[src/rtl/reg32_serial_tx.sv]
// reg32_serial_tx: bit-serial transmitter for parallel capture words.
// A word is taken on an En/Ready handshake and sent as a start bit (0),
// WIDTH data bits MSB first, then a stop bit (1). Every bit is held for
// CLKS_PER_BIT clocks. All outputs come from state and registered counters,
// so En and Data_In have no combinational path to any output.
//
// state   | meaning
// --------+-----------------------------------------------------------
// S_IDLE  | line high, Ready=1, waiting for En
// S_START | line low for one bit time
// S_DATA  | line follows shift register MSB, Frame=1, WIDTH bit times
// S_STOP  | line high for one bit time, Done on the final cycle
module reg32_serial_tx #(
  parameter int WIDTH        = 32,
  parameter int CLKS_PER_BIT = 4
) (
  input  logic             Clock,
  input  logic             Reset,
  input  logic [WIDTH-1:0] Data_In,
  input  logic             En,
  output logic             Ready,
  output logic             Ser_Out,
  output logic             Frame,
  output logic             Done
);

  // A single-clock bit time still needs a 1-bit divider so the compare is legal.
  localparam int DIV_W = (CLKS_PER_BIT > 1) ? $clog2(CLKS_PER_BIT) : 1;
  localparam int CNT_W = $clog2(WIDTH) + 1;

  localparam logic [DIV_W-1:0] DIV_LAST = DIV_W'(CLKS_PER_BIT - 1);
  localparam logic [CNT_W-1:0] BIT_LAST = CNT_W'(WIDTH - 1);

  typedef enum logic [1:0] {
    S_IDLE  = 2'd0,
    S_START = 2'd1,
    S_DATA  = 2'd2,
    S_STOP  = 2'd3
  } state_t;

  state_t           state;
  state_t           state_nxt;
  logic [WIDTH-1:0] shreg;
  logic [WIDTH-1:0] shreg_nxt;
  logic [CNT_W-1:0] bit_cnt;
  logic [CNT_W-1:0] bit_cnt_nxt;
  logic [DIV_W-1:0] div;
  logic [DIV_W-1:0] div_nxt;
  logic             tick;

  // tick marks the last clock of the current bit time.
  assign tick = (div == DIV_LAST);

  // State, shift register and counters; reset clears everything at once.
  always_ff @(posedge Clock or posedge Reset) begin
    if (Reset) begin
      state   <= S_IDLE;
      shreg   <= '0;
      bit_cnt <= '0;
      div     <= '0;
    end else begin
      state   <= state_nxt;
      shreg   <= shreg_nxt;
      bit_cnt <= bit_cnt_nxt;
      div     <= div_nxt;
    end
  end

  // Next-state, shift and counter logic.
  always_comb begin
    state_nxt   = state;
    shreg_nxt   = shreg;
    bit_cnt_nxt = bit_cnt;
    div_nxt     = div;
    unique case (state)
      S_IDLE: begin
        if (En) begin
          shreg_nxt   = Data_In;
          bit_cnt_nxt = '0;
          div_nxt     = '0;
          state_nxt   = S_START;
        end
      end
      S_START: begin
        div_nxt = tick ? '0 : div + 1'b1;
        if (tick) begin
          state_nxt = S_DATA;
        end
      end
      S_DATA: begin
        div_nxt = tick ? '0 : div + 1'b1;
        if (tick) begin
          shreg_nxt   = {shreg[WIDTH-2:0], 1'b0};
          bit_cnt_nxt = bit_cnt + 1'b1;
          if (bit_cnt == BIT_LAST) begin
            state_nxt = S_STOP;
          end
        end
      end
      S_STOP: begin
        div_nxt = tick ? '0 : div + 1'b1;
        if (tick) begin
          state_nxt = S_IDLE;
        end
      end
      default: begin
        state_nxt = S_IDLE;
      end
    endcase
  end

  // Output decode from state and registered datapath only.
  always_comb begin
    Ready   = 1'b0;
    Ser_Out = 1'b1;
    Frame   = 1'b0;
    Done    = 1'b0;
    unique case (state)
      S_IDLE: begin
        Ready = 1'b1;
      end
      S_START: begin
        Ser_Out = 1'b0;
      end
      S_DATA: begin
        Ser_Out = shreg[WIDTH-1];
        Frame   = 1'b1;
      end
      S_STOP: begin
        Done = tick;
      end
      default: begin
        Ser_Out = 1'b1;
      end
    endcase
  end

endmodule

[config.mk]
export PLATFORM = sky130hd
export DESIGN_NAME = reg32_serial_tx
export DESIGN_NICKNAME = d
export VERILOG_FILES = /design/src/rtl/reg32_serial_tx.sv
export SDC_FILE = /design/constraint.sdc
export NUM_CORES = 1
export LEC_CHECK = 0
export BUFFER_PORTS_ARGS = -buffer_cell sky130_fd_sc_hd__buf_2
export CAP_MARGIN = 30
export CELL_PAD_IN_SITES_DETAIL_PLACEMENT = 1
export CELL_PAD_IN_SITES_GLOBAL_PLACEMENT = 1
export CORE_UTILIZATION = 42
export CTS_CLUSTER_DIAMETER = 150
export DETAILED_ROUTE_END_ITERATION = 8
export PLACE_DENSITY = 0.8
export SLEW_MARGIN = 0
export SYNTH_ARGS = -nofsm -noshare
export SYNTH_HDL_FRONTEND = slang
export SYNTH_SLANG_ARGS = --single-unit
[constraint.sdc]
create_clock -name Clock -period 2.35 [get_ports Clock]
set_input_delay 0.3525 -clock Clock [delete_from_list [all_inputs] [get_ports Clock]]
set_output_delay 0.3525 -clock Clock [all_outputs]
set_load 0.02 [all_outputs]
==> reports/metrics.yaml <==
routing:
  wire_per_inst_um: 14.12
  finalWirelength_um: 4377
  vias: 1578
  ant_nets: 0
  dr.first_iter.drc_count: 70
  drc: 0
  post_drt_via_cell_ratio: 5.090
  firstDrtPassIters: 2
power:
  p_leak_nw: 1.175
  pwr-share-comb: 0.445
  internal_power_mw: 2.024
  power_switching_mw: 1.320
  clock_power_share: 0.175
  max-vdd-ir-drop_uv: 571.4
  p_seq_frac: 0.380
  p_per_area_nw_per_um2: 1348
  switching_share: 0.3946
timing:
  fin_crit_ns: 2.136
  finalMaxSlewViolations: 0
  setup_tns_ns: 0
  layout_worst_path_cycle_share: 0.9090
  hold_viol: 0
  rsz0062_at_grt: "no"
  finClkSkew_ns: 0.002867
  setup_ws_ns: 0.2138
  tightest_slew_ns: 0.5429
  slew_headroom: 0.6381
  fmax_mhz: 468.1
  setup_viol: 0
  holdWs_ns: 0.1837
global_routing:
  grt-ovfl-total: 0
  grt_pass1_vias: 1623
  grt_use_total: 0.1877
  antenna_found_initial: 0
  grt_max_degree: 43
  grt_pass1_wl_um: 7534
critical_path:
  path_class: "register to output port"
  path_cells: "inv_1, ha_2, buf_4, nand2_1, o21ai_0, buf_2"
  cpPeakStageDelay_ns: 0.41
  crit_buf_inv: 3
  rrSetupSlack_ns: 0.45
  path_delay_family: "buffers and inverters"
  critPathMaxFanout: 14
  cp.arrival_ns: 1.78
  slowest_stage: "dfrtp_1"
  cp-start-kind: "register"
  required_ns: 2.00
  endpoint_kind: "output port"
clock_tree:
  cts_max_path_buffers: 2
  cts_tree: "built"
  ctsHoldBuffers: 0
  cts_resized: 0
  h-tree-depth: 2
  cts_setup_buffers: 0
  clkSinkCount: 42
  insertion_delay_ns: 0.30
  root_buffer: "clkbuf_8"
  numCtsBuffers: 5
  cts.clk_slew.worst_paths_ns: 0.08
floorplanning:
  die_y_um: 72.94
  ios: 39
  core_um2: 4786
  die_w_um: 72.94
  start_util: 0.4416
  num_rows: 25
  die-area_um2: 5320
placed_design:
  io_buffers: 38
  hpwlAfterDp_um: 3170
  pre_cts_slack_ns: 0.4556
  routabilityCongestion: 0.7881
  post-place-cells: 303
  dpl_cell_area_um2: 2367
yosys:
  ys_types: 32
  synthArstFlopShare: 1.000
  yosysTopAreaCell: "dfrtp_1"
  syn_avg_cell_area_um2: 10.36
  yosysMostFrequentCell: "dfrtp_1"
  synth_seq_cells: 42
  synth_xor_area_frac: 0
  yosysTopAreaCellShare: 0.4973
  yosysWarnings: 0
  synthTopCellsByArea: "dfrtp_1, mux2i_1, nand2_1"
  syn-instance-count: 204
  synth_adder_area_share: 0.04144
  netlist_area_um2: 2113
  ys_seq_area_frac: 0.4973
  synth_commonest_cells: "dfrtp_1, nand2_1, mux2i_1"
  synth_ff_type: "dfrtp_1"
  synth_compound_area_frac: 0.1338
  synth-simple-area-share: 0.1160
  synth-edff-count: 0
  synth_mux_area_frac: 0.1670
  synth_nets: 246
  synth_top_family_by_area: "multiplexers"
hold_path:
  worstHoldPathType: "input pin to async pin"
final_layout:
  area_growth_pct: 17.35
  drive_above_1_share: 0.2428
  antenna_cells: 0
  final_cell_area_um2: 2480
  num-fill-cells: 540
  layout.nets: 285
  stdcell_count: 310
run:
  maxCapViolations: 0
status:
  status: "finished clean"
cell families after synthesis:
kind of cell / Yosys count
and+or+nand+nor: 54
AOI/OAI and AO/OA: 47
DFF: 42
muxes: 35
buffers and inverters: 19
adders and majority gates: 7
power by group through the flow:
stage,clock [mW],combinational (mW),sequential [mW]
finish,0.586,1.49,1.27
global route,0.626,1.70,1.32
CTS,0.603,1.52,1.28
detailed placement,0,1.52,1.28
global placement,0,1.44,1.26
floorplan,0,1.23,1.21
layout make-up:
type / instances / area [um^2] / area share
clock inverter: 1 / 30.03 / 0.01211
sequential: 42 / 1051 / 0.4238
tap: 67 / 83.83 / 0.03380
timing repair buffer: 44 / 235.2 / 0.09485
multi-input combinational: 143 / 970.9 / 0.3915
clock buffer: 6 / 82.58 / 0.03330
inverter: 7 / 26.28 / 0.01060
worst register-to-register path: stages (launching register included):
cell and delay (ns):
dfrtp_1 0.41, inv_1 0.12, ha_1 0.21, mux2i_1 0.35, a21o_2 0.19, buf_4 0.32, o21ai_0 0.18
per-layer routing:
metal	GRT usage	wire length [um]	up-vias	part of all wire
li1	-	-	780	-
met1	0.2527	2107	762	0.48
met2	0.3001	2051	30	0.47
met3	0.04834	161	6	0.037
met4	0.05447	57	0	0.013
met5	0	0	-	0
final timing paths:
check / from / end / cells past startpoint
worst max-delay path: state[0] / Ser_Out / 6
worst min-delay path: Reset / shreg[17] / 3
worst max register to register: state[0] / shreg[17] / 6
worst min register to register: shreg[20] / shreg[20] / 2
max in group asynchronous: Reset / shreg[13] / 3
min in group Clock: Data_In[0] / shreg[0] / 3
state kept, by name, summed over array words and instances (netlist names):
register,cells
state,2
shreg,32
bit_cnt,6
div,2
per-stage QoR:
step	util	total power [mW]
floorplan	-	2.445
global placement	0.4946	2.704
detailed placement	0.4946	2.807
CTS	0.5182	3.398
global route	0.5182	3.643
finish	0.5182	3.344
layout by cell type (no fill, tap or decap):
cell and n:
nand3_2 1, dfrtp_1 42, nand2_1 41, o2bb2ai_1 1, or2_2 1, bufinv_16 1
o22ai_1 1, mux2i_1 33, o21ai_1 10, a21oi_1 1, o221ai_1 1, and3_2 1
and3_1 1, mux2_1 1, o221ai_2 1, a21oi_2 1, buf_4 6, nor3_1 2
or3b_1 1, a21o_2 1, clkbuf_8 6, nand3b_1 4, a22o_1 3, ha_1 6
o21ai_0 25, mux2_2 1, buf_2 38, inv_1 7, a41o_1 1, ha_2 1
o32a_1 1, and2_1 1, nand2b_1 1
Note: power is estimated with default switching activity, not from simulation.
